$ cat src/rtl/uart_cmd_decoder_if.sv
// Byte-stream and command-beat signals of uart_cmd_decoder.
// master: the decoder (pulls bytes from the UART, drives command beats).
// slave:  the surrounding logic (UART RX byte holder and register-write sink).
interface uart_cmd_decoder_if;
    // UART RX byte handshake
    logic       rx_ready;
    logic       read_valid;
    logic [7:0] read_data;
    logic       read_strobe;

    // Register-write command beats
    logic       cmd_valid;
    logic       cmd_ready;
    logic [7:0] cmd_addr;
    logic [7:0] cmd_data;
    logic       cmd_last;

    modport master (
        input  rx_ready, read_valid, read_data, cmd_ready,
        output read_strobe, cmd_valid, cmd_addr, cmd_data, cmd_last
    );

    modport slave (
        output rx_ready, read_valid, read_data, cmd_ready,
        input  read_strobe, cmd_valid, cmd_addr, cmd_data, cmd_last
    );
endinterface

$ cat src/rtl/uart_cmd_decoder.sv
// uart_cmd_decoder: pulls bytes from a UART RX holder, parses framed write
// commands (SYNC, ADDR, LEN, payload, CSUM), buffers the payload and replays
// it as address/data beats once the checksum is verified.
// Optional feature: define UART_CMD_TIMEOUT_EN to reject frames whose
// inter-byte gap reaches TIMEOUT_CYCLES.
module uart_cmd_decoder #(
    parameter logic [7:0] SYNC_BYTE      = 8'hA5,
    parameter int         MAX_LEN        = 16,
    parameter int         TIMEOUT_CYCLES = 2080
) (
    input  logic                clk,
    input  logic                reset,
    uart_cmd_decoder_if.master  bus,
    output logic                frame_err,
    output logic [7:0]          err_count,
    output logic                busy
);

    localparam int IW = $clog2(MAX_LEN + 1);                    // length/index width
    localparam int AW = (MAX_LEN > 1) ? $clog2(MAX_LEN) : 1;    // buffer address width

    typedef enum logic {F_IDLE, F_WAIT} fetch_t;
    typedef enum logic [2:0] {P_HUNT, P_ADDR, P_LEN, P_PAYLOAD, P_CSUM, P_DRAIN} parse_t;

    fetch_t        fstate, fstate_nxt;
    logic          strobe_nxt;
    parse_t        pstate, pstate_nxt;

    logic [7:0]    base, base_nxt;
    logic [IW-1:0] len_q, len_nxt;
    logic [IW-1:0] idx, idx_nxt, idx_inc;
    logic [7:0]    sum, sum_nxt, sum_add;
    logic          cmd_valid_nxt, cmd_last_nxt;
    logic [7:0]    cmd_addr_nxt, cmd_data_nxt;
    logic          frame_err_nxt;
    logic [7:0]    err_count_nxt;
    logic          reject, wr_en, timeout;

    logic [7:0]    buffer [MAX_LEN];

    logic          byte_stb;
    logic [7:0]    rx_byte;

    assign byte_stb = (fstate == F_WAIT) && bus.read_valid;
    assign rx_byte  = bus.read_data;
    assign sum_add  = sum + rx_byte;
    assign idx_inc  = idx + 1'b1;
    assign busy     = (pstate != P_HUNT);

    // Fetch FSM state and registered read strobe.
    // NOTE: sequential state uses non-blocking (<=) so every flop samples pre-edge values.
    always_ff @(posedge clk) begin
        if (reset) begin
            fstate          <= F_IDLE;
            bus.read_strobe <= 1'b0;
        end else begin
            fstate          <= fstate_nxt;
            bus.read_strobe <= strobe_nxt;
        end
    end

    // Fetch FSM next state: request one byte, then wait for it to arrive.
    // NOTE: every always_comb output gets a default first so no latch is inferred.
    always_comb begin
        fstate_nxt = fstate;
        strobe_nxt = 1'b0;
        case (fstate)
            F_IDLE: begin
                // Holding off during DRAIN leaves the byte parked in the UART.
                if (bus.rx_ready && (pstate != P_DRAIN)) begin
                    strobe_nxt = 1'b1;
                    fstate_nxt = F_WAIT;
                end
            end
            F_WAIT: begin
                if (bus.read_valid) fstate_nxt = F_IDLE;
            end
            default: fstate_nxt = F_IDLE;
        endcase
    end

`ifdef UART_CMD_TIMEOUT_EN
    localparam int GW = $clog2(TIMEOUT_CYCLES + 1);
    logic [GW-1:0] gap;
    logic          gap_run;

    assign gap_run = (pstate == P_ADDR) || (pstate == P_LEN) ||
                     (pstate == P_PAYLOAD) || (pstate == P_CSUM);
    assign timeout = gap_run && !byte_stb && (gap == GW'(TIMEOUT_CYCLES - 1));

    // Inter-byte gap counter, live only while a frame is partially received.
    always_ff @(posedge clk) begin
        if (reset || byte_stb || !gap_run || timeout) gap <= '0;
        else                                          gap <= gap + 1'b1;
    end
`else
    assign timeout = 1'b0;
`endif

    // Parser state and registered outputs.
    always_ff @(posedge clk) begin
        if (reset) begin
            pstate        <= P_HUNT;
            base          <= '0;
            len_q         <= '0;
            idx           <= '0;
            sum           <= '0;
            bus.cmd_valid <= 1'b0;
            bus.cmd_addr  <= '0;
            bus.cmd_data  <= '0;
            bus.cmd_last  <= 1'b0;
            frame_err     <= 1'b0;
            err_count     <= '0;
        end else begin
            pstate        <= pstate_nxt;
            base          <= base_nxt;
            len_q         <= len_nxt;
            idx           <= idx_nxt;
            sum           <= sum_nxt;
            bus.cmd_valid <= cmd_valid_nxt;
            bus.cmd_addr  <= cmd_addr_nxt;
            bus.cmd_data  <= cmd_data_nxt;
            bus.cmd_last  <= cmd_last_nxt;
            frame_err     <= frame_err_nxt;
            err_count     <= err_count_nxt;
        end
    end

    // Payload storage write port.
    // NOTE: the buffer has no reset; it is only read after a full frame refills it.
    always_ff @(posedge clk) begin
        if (wr_en) buffer[idx[AW-1:0]] <= rx_byte;
    end

    // Parser next state: frame parsing, checksum verify and beat replay.
    always_comb begin
        pstate_nxt    = pstate;
        base_nxt      = base;
        len_nxt       = len_q;
        idx_nxt       = idx;
        sum_nxt       = sum;
        cmd_valid_nxt = bus.cmd_valid;
        cmd_addr_nxt  = bus.cmd_addr;
        cmd_data_nxt  = bus.cmd_data;
        cmd_last_nxt  = bus.cmd_last;
        frame_err_nxt = 1'b0;
        err_count_nxt = err_count;
        reject        = 1'b0;
        wr_en         = 1'b0;

        case (pstate)
            P_HUNT: begin
                if (byte_stb && (rx_byte == SYNC_BYTE)) pstate_nxt = P_ADDR;
            end
            P_ADDR: begin
                if (byte_stb) begin
                    base_nxt   = rx_byte;
                    sum_nxt    = rx_byte;
                    pstate_nxt = P_LEN;
                end
            end
            P_LEN: begin
                if (byte_stb) begin
                    if ((rx_byte == 8'h00) || (rx_byte > 8'(MAX_LEN))) begin
                        reject = 1'b1;
                    end else begin
                        len_nxt    = IW'(rx_byte);
                        sum_nxt    = sum_add;
                        idx_nxt    = '0;
                        pstate_nxt = P_PAYLOAD;
                    end
                end
            end
            P_PAYLOAD: begin
                if (byte_stb) begin
                    wr_en   = 1'b1;
                    sum_nxt = sum_add;
                    if (idx == len_q - 1'b1) pstate_nxt = P_CSUM;
                    else                     idx_nxt    = idx_inc;
                end
            end
            P_CSUM: begin
                if (byte_stb) begin
                    if (sum_add == 8'h00) begin
                        // Present beat 0 immediately so DRAIN starts at full rate.
                        pstate_nxt    = P_DRAIN;
                        idx_nxt       = '0;
                        cmd_valid_nxt = 1'b1;
                        cmd_addr_nxt  = base;
                        cmd_data_nxt  = buffer[0];
                        cmd_last_nxt  = (len_q == IW'(1));
                    end else begin
                        reject = 1'b1;
                    end
                end
            end
            P_DRAIN: begin
                // Beat registers only move on a handshake, so a stalled beat holds.
                if (bus.cmd_valid && bus.cmd_ready) begin
                    if (bus.cmd_last) begin
                        cmd_valid_nxt = 1'b0;
                        cmd_last_nxt  = 1'b0;
                        pstate_nxt    = P_HUNT;
                    end else begin
                        idx_nxt      = idx_inc;
                        cmd_addr_nxt = bus.cmd_addr + 8'h01;
                        cmd_data_nxt = buffer[idx_inc[AW-1:0]];
                        cmd_last_nxt = (idx_inc == len_q - 1'b1);
                    end
                end
            end
            default: pstate_nxt = P_HUNT;
        endcase

        if (timeout) reject = 1'b1;

        if (reject) begin
            pstate_nxt    = P_HUNT;
            frame_err_nxt = 1'b1;
            if (err_count != 8'hFF) err_count_nxt = err_count + 8'h01;
        end
    end

endmodule
$ cat src/flat_wrapper.sv
// flat-port wrapper written by rule: the top's interface ports become plain ports
module uart_cmd_decoder_flat 
#(
    parameter logic [7:0] SYNC_BYTE      = 8'hA5,
    parameter int         MAX_LEN        = 16,
    parameter int         TIMEOUT_CYCLES = 2080
)
  (clk, reset, frame_err, err_count, busy, bus_rx_ready, bus_read_valid, bus_read_data, bus_cmd_ready, bus_read_strobe, bus_cmd_valid, bus_cmd_addr, bus_cmd_data, bus_cmd_last);
  uart_cmd_decoder_if bus_i ();
  input  logic clk;
  input  logic reset;
  output logic frame_err;
  output logic [7:0] err_count;
  output logic busy;
  input wire logic [$bits(bus_i.rx_ready)-1:0] bus_rx_ready;
  input wire logic [$bits(bus_i.read_valid)-1:0] bus_read_valid;
  input wire logic [$bits(bus_i.read_data)-1:0] bus_read_data;
  input wire logic [$bits(bus_i.cmd_ready)-1:0] bus_cmd_ready;
  output wire logic [$bits(bus_i.read_strobe)-1:0] bus_read_strobe;
  output wire logic [$bits(bus_i.cmd_valid)-1:0] bus_cmd_valid;
  output wire logic [$bits(bus_i.cmd_addr)-1:0] bus_cmd_addr;
  output wire logic [$bits(bus_i.cmd_data)-1:0] bus_cmd_data;
  output wire logic [$bits(bus_i.cmd_last)-1:0] bus_cmd_last;
  assign bus_i.rx_ready = bus_rx_ready;
  assign bus_i.read_valid = bus_read_valid;
  assign bus_i.read_data = bus_read_data;
  assign bus_i.cmd_ready = bus_cmd_ready;
  assign bus_read_strobe = bus_i.read_strobe;
  assign bus_cmd_valid = bus_i.cmd_valid;
  assign bus_cmd_addr = bus_i.cmd_addr;
  assign bus_cmd_data = bus_i.cmd_data;
  assign bus_cmd_last = bus_i.cmd_last;
  uart_cmd_decoder #(.SYNC_BYTE(SYNC_BYTE), .MAX_LEN(MAX_LEN), .TIMEOUT_CYCLES(TIMEOUT_CYCLES)) u_core (.clk(clk), .reset(reset), .bus(bus_i), .frame_err(frame_err), .err_count(err_count), .busy(busy));
endmodule
$ cat config.mk
export PLATFORM = sky130hd
export DESIGN_NAME = uart_cmd_decoder_flat
export DESIGN_NICKNAME = d
export VERILOG_FILES = /design/src/rtl/uart_cmd_decoder_if.sv /design/src/rtl/uart_cmd_decoder.sv /design/src/flat_wrapper.sv
export SDC_FILE = /design/constraint.sdc
export NUM_CORES = 1
export LEC_CHECK = 0
export BUFFER_PORTS_ARGS = -buffer_cell sky130_fd_sc_hd__buf_4
export CORE_ASPECT_RATIO = 1.4
export CORE_UTILIZATION = 50
export CTS_CLUSTER_SIZE = 10
export DETAILED_ROUTE_END_ITERATION = 7
export PLACE_DENSITY = 0.67
export SETUP_SLACK_MARGIN = 0.02
export SLEW_MARGIN = 0
export SYNTH_ARGS = -nofsm -noshare
export SYNTH_HDL_FRONTEND = slang
export SYNTH_SLANG_ARGS = --single-unit
$ cat constraint.sdc
create_clock -name clk -period 7.27 [get_ports clk]
set_input_delay 0 -clock clk [delete_from_list [all_inputs] [get_ports clk]]
set_output_delay 0 -clock clk [all_outputs]
set_load 0.01 [all_outputs]
Word-level counts from Yosys, hierarchy flattened
Memory sizes are Yosys's and may differ from the RTL's.
Cells that the tools add are included.
{"block": "classes", "addsub": 5, "n_mul": 0, "div": 0, "magnitude_cmp": 1, "eq_ne": 23, "shift": 0, "mux": 58, "n_bitwise": 2, "reduce_logical": 23}
{"cell": "2-to-1 mux 8 bit", "count": 12}
{"cell": "2-to-1 mux 5 bit", "count": 8}
{"cell": "case mux 8 bit (2 select lines)", "count": 2}
{"cell": "2-to-1 mux 3 bit", "count": 10}
{"cell": "case mux 8 bit (3 select lines)", "count": 1}
{"cell": "case mux 5 bit (4 select lines)", "count": 1}
{"cell": "2-to-1 mux 1 bit", "count": 19}
{"cell": "!= test 2 x 1 -> 1 bit (second input constant)", "count": 9}
{"cell": "case mux 3 bit (6 select lines)", "count": 1}
{"cell": "adder 8 x 1 -> 8 bit (second input constant)", "count": 2}
{"cell": "logical NOT 8 bit", "count": 2}
{"cell": "AND reduction 5 bit", "count": 3}
{"cell": "== test 5 bit", "count": 2}
{"cell": "AND reduction 10 bit", "count": 1}
{"cell": "AND reduction 9 bit", "count": 1}
{"cell": "adder 8 bit", "count": 1}
{"cell": "== test 8 bit (second input constant)", "count": 1}
{"cell": "greater-than comparator 8 x 5 -> 1 bit (second input constant)", "count": 1}
{"cell": "!= test 8 bit (second input constant)", "count": 1}
{"cell": "case mux 1 bit (2 select lines)", "count": 4}
{"cell": "== test 3 x 2 -> 1 bit (second input constant)", "count": 2}
{"cell": "== test 3 bit (second input constant)", "count": 2}
{"cell": "!= test 2 bit (second input constant)", "count": 3}
{"cell": "nonzero test 3 bit", "count": 2}
{"cell": "15 further kinds", "count": 21}
{"block": "totals", "register_bits": 58, "latchBits": 0, "mem_bits_rw": 128, "mem_bits_ro": 0, "inputBits": 13, "out_inout_bits": 29, "wordCells": 126, "memories": 1}
{"memory": "u_core.buffer", "depth": 16, "word_bits": 8, "read_ports": 2, "rd_ports_with_merged_regs": 0, "wr": 1, "line": "uart_cmd_decoder.sv:39", "rtl": "logic [7:0] buffer [MAX_LEN];"}

Longest topological paths before layout
{"block": "depth", "ltp_word": 6, "depth_mapped": 12, "mapped_depth_nobuf": 10}

Worst setup path after synthesis
Ideal clock, no wire load.
{"block": "synth_timing", "path_type": "reg-to-reg", "start": "register u_core.idx[0]", "end": "register u_core.bus.cmd_data[6]", "setup_ns": 0.129, "arrival_time_ns": 2.606, "t_required_ns": 7.141, "setup_slack_ns": 4.535, "stages_incl_launch_ff": 13, "n_path_buf": 4, "synth_period_minus_slack_ns": 2.735, "cell_sequence": "dfxtp_1 -> buf_4 -> buf_2 -> inv_1 -> ha_1 -> clkbuf_1 -> clkbuf_1 -> mux4_2 -> nand2_1 -> nand3_1 -> o2111ai_1 -> o31ai_1 -> o2bb2ai_1"}
{"block": "synth_between", "elab_chain_len": 5}
{"element": "from (decl)", "line": "uart_cmd_decoder.sv:31", "rtl": "logic [IW-1:0] idx, idx_nxt, idx_inc;"}
{"element": "from (signal assigned)", "line": "uart_cmd_decoder.sv:118", "rtl": "idx <= idx_nxt;"}
{"element": "adder 5 x 1 -> 5 bit", "line": "uart_cmd_decoder.sv:47", "rtl": "assign idx_inc = idx + 1'b1;"}
{"element": "memory read (16 x 8 bit)"}
{"element": "2-to-1 mux 8 bit", "line": "uart_cmd_decoder.sv:200", "rtl": "if (bus.cmd_last) begin"}
{"element": "2-to-1 mux 8 bit", "line": "uart_cmd_decoder.sv:199", "rtl": "if (bus.cmd_valid && bus.cmd_ready) begin"}
{"element": "case mux 8 bit (2 select lines)", "line": "uart_cmd_decoder.sv:151", "rtl": "case (pstate)"}
{"element": "to (signal assigned)", "line": "uart_cmd_decoder.sv:122", "rtl": "bus.cmd_data <= cmd_data_nxt;"}
{"element": "to (decl)", "line": "uart_cmd_decoder_if.sv:20", "rtl": "output read_strobe, cmd_valid, cmd_addr, cmd_data, cmd_last"}
No other way between the ends. The select of a mux whose other input is x is not followed.
A chain may end at the register's enable or synchronous reset.

Worst setup path after layout
{"block": "layout_timing", "start": "input bus_read_data[0]", "end": "register u_core.bus.cmd_addr[1]"}
{"block": "layout_between", "elab_chain_len": 4}
{"element": "from (decl)", "line": "flat_wrapper.sv:17", "rtl": "input wire logic [$bits(bus_i.read_data)-1:0] bus_read_data;"}
{"element": "adder 8 bit", "line": "uart_cmd_decoder.sv:46", "rtl": "assign sum_add = sum + rx_byte;"}
{"element": "logical NOT 8 bit", "line": "uart_cmd_decoder.sv:184", "rtl": "if (sum_add == 8'h00) begin"}
{"element": "!= test 2 x 1 -> 1 bit (no source line)"}
{"element": "AND reduction 5 bit (no source line)"}
{"element": "to (signal assigned)", "line": "uart_cmd_decoder.sv:121", "rtl": "bus.cmd_addr <= cmd_addr_nxt;"}
{"element": "to (decl)", "line": "uart_cmd_decoder_if.sv:20"}
No other way between the ends.

==> impl_metrics.tcl <==
set metrics [dict create \
    grt_first_pass_wirelength_um 33000 \
    synthDistinctLibCells 74 \
    clockBufferDepth 2 \
    ir_drop_v 0.000131 \
    yosys-top-cells-count "edfxtp_1 (128), nand2_1 (75), dfxtp_1 (58), nor2_1 (58), mux4_2 (32)" \
    seq_power_share_pct 53.8 \
    cts_tree "done" \
    fin_crit_ps 3190 \
    maxSlewViolCount 0 \
    async_flop_share_pct 0 \
    nets 768 \
    synthFlopType "edfxtp_1" \
    firstDrtPassIters 7 \
    p_switching_w 0.000435 \
    fin_setup_tns_ps 0 \
    die_area_um2 17900 \
    maxCapViolCount 0 \
    clock.fmax_mhz 314 \
    initial_core_util_pct 51.3 \
    synth_fp_nets 728 \
    finalSetupViolations 0 \
    dp_cells 942 \
    grt_max_degree 61 \
    start_kind "input pin" \
    synth_edf_count 128 \
    yosysTopAreaCellShare_pct 44.4 \
    pwr-share-comb_pct 2.6 \
    syn_area_um2 8670 \
    dp_hpwl_um 14100 \
    drc 0 \
    pin_count 42 \
    worst_pin_slew_ps 1060 \
    drtAntennaViolNets 0 \
    regArea_um2 5010 \
    clk_pin_slew_ps 70 \
    antenna_found_initial 0 \
    p_sw_share_pct 20.7 \
    finalHoldViolCount 0 \
    overflow 0 \
    multi_input_area_um2 3430 \
    htreeDepth 4 \
    min_path_type "in -> reg" \
    status "complete, no violations" \
    io_buffers 41 \
    yosys.area.top_type "edfxtp_1" \
    via_count 5951 \
    cts_made_buffers 17 \
    core_um2 16900 \
    routed_wl_um 20700 \
    p_leak_nw 3.29 \
    arrival_ps 3520 \
    intPower_w 0.00167 \
    clk_latency_ps 440 \
    grt_pass1_vias 6052 \
    finalCritPeriodShare_pct 43.8 \
    diodes 0 \
    p_clk_share_pct 43.6 \
    rsz0062_at_grt "false" \
    relSlewSlack_pct 28.6 \
    endpoint_kind "flop" \
    grt_use_total_pct 24.8 \
    synth_most_common_cell "edfxtp_1" \
    vias_per_cell 6.05 \
    gp_congestion 0.900 \
    drt_iter0_drc 593 \
    dieHeight_um 158 \
    syn2layout_area_growth_pct 13.5 \
    yosysSeqAreaShare_pct 57.8 \
    synth-seq-cells 186 \
    cp_max_fo 22 \
    yosys_warnings 0 \
    fill_cells 1365 \
    dieWidth_um 113 \
    final_cells 984 \
    finClkSkew_ps 9.43 \
    synth_area_leaders "edfxtp_1 (44%), dfxtp_1 (13%), mux4_2 (8.3%), nand2_1 (3.2%), nor2_1 (2.5%)" \
    synth_area_per_cell_um2 12.4 \
    crit_type "in -> reg" \
    cp.required_ps 7600 \
    syn_inst 699 \
    root_buffer "clkbuf_16" \
    clock-sinks 186 \
    rows 56 \
    power_density_nw_per_um2 214 \
    drive_above_1_share_pct 17.3 \
    r2r_setup_slack_ps 4130 \
    wl_per_cell_um 21.0 \
]
flip-flops by register name, indices dropped and copies added (netlist names), 3 cells and up:
name	cells
u_core.len_q	5
u_core.err_count	8
u_core.idx	5
u_core.bus.cmd_addr	8
u_core.buffer	128
u_core.sum	8
u_core.bus.cmd_data	8
u_core.base	8
u_core.pstate	3
metal layers:
layer  share of wire (%)  GRT usage (%)  vias to the layer above
met1                  39           28.4                     2923
met3                 4.7           4.25                       54
met5                   0              0                        -
li1                    -              -                     2764
met4                 3.8           12.9                        0
met2                  53           44.4                      210
through the flow:
step / total power, W / util [%] / area [um2] / hold WS, ps / setup WS, ps
after global placement: 0.00120 / 54.2 / 9160 / 298 / 4300
after floorplan: 0.00118 / - / 8670 / 98.9 / 4530
after CTS: 0.00211 / 58.3 / 9840 / 54.9 / 4130
after detailed placement: 0.00120 / 54.2 / 9160 / 277 / 4190
after global routing: 0.00216 / 58.3 / 9840 / 85.5 / 3790
final: 0.00210 / 58.3 / 9840 / 59.7 / 4080
logic make-up after synthesis:
logic type               count (synthesis)  synth area share, %
AND/OR/NAND/NOR                        249                 13.9
AO/OA/AOI/OAI                          120                 10.2
buffers and inverters                   54                 2.64
adder cells (fa/ha/maj)                 16                 2.40
flip-flops                             186                 57.8
multiplexers                            53                 10.8
XOR/XNOR                                21                 2.21
area by class of cell:
class                      count  share of cell area [%]
inverter                      17                   0.649
tap                          232                    2.95
clock buffer                  20                    4.54
sequential                   186                    50.9
multi-input combinational    459                    34.9
clock inverter                12                    1.40
timing repair buffer          58                    4.68
timing repair:
item                                   4_1_cts  5_1_grt
hold buffers                                10        0
setup buffers                                0        0
endpoints found under the hold margin      135        0
gates resized for setup                      0        0
final timing paths:
path,startpoint,end,cells after the start
hold / removal,reset,u_core.fstate$_SDFF_PP0_,2
setup / recovery,bus_read_data[0],u_core.bus.cmd_addr[1]$_SDFFE_PP0P_,12
setup reg to reg,u_core.sum[0]$_SDFFE_PP0P_,u_core.bus.cmd_addr[1]$_SDFFE_PP0P_,10
hold reg to reg,u_core.fstate$_SDFF_PP0_,u_core.bus.read_strobe$_SDFF_PP0_,1
worst max-delay path, cell delays in order:
cell and delay [ps]:
dlygate4sd3_1 520, buf_4 250, ha_1 220, inv_1 60
fa_1 420, nand2b_1 200, a21oi_1 170, xor2_1 110
nor3_2 230, and4_1 620, o22ai_2 320, a221oi_1 370
power groups by stage:
| stage | clock network [W] | registers, W | logic, W |
|---|---|---|---|
| final | 0.000916 | 0.00113 | 0.0000556 |
| after global routing | 0.000968 | 0.00113 | 0.0000611 |
| after CTS | 0.000928 | 0.00113 | 0.0000557 |
| after detailed placement | 0 | 0.00115 | 0.0000513 |
| after global placement | 0 | 0.00115 | 0.0000494 |
| after floorplan | 0 | 0.00115 | 0.0000234 |
layout by cell type (no fill, tap or decap), types with 15 or more instances in the layout:
cell	netlist	routed
edfxtp_1	128	128
nand2_1	75	75
inv_1	16	16
nor2_1	58	58
nand3_1	30	30
clkbuf_16	0	17
nor3_1	19	19
dfxtp_1	58	57
mux4_2	32	32
mux2i_1	15	15
a21oi_1	24	24
buf_4	1	48
No activity file was read; power rests on OpenSTA's default activity.
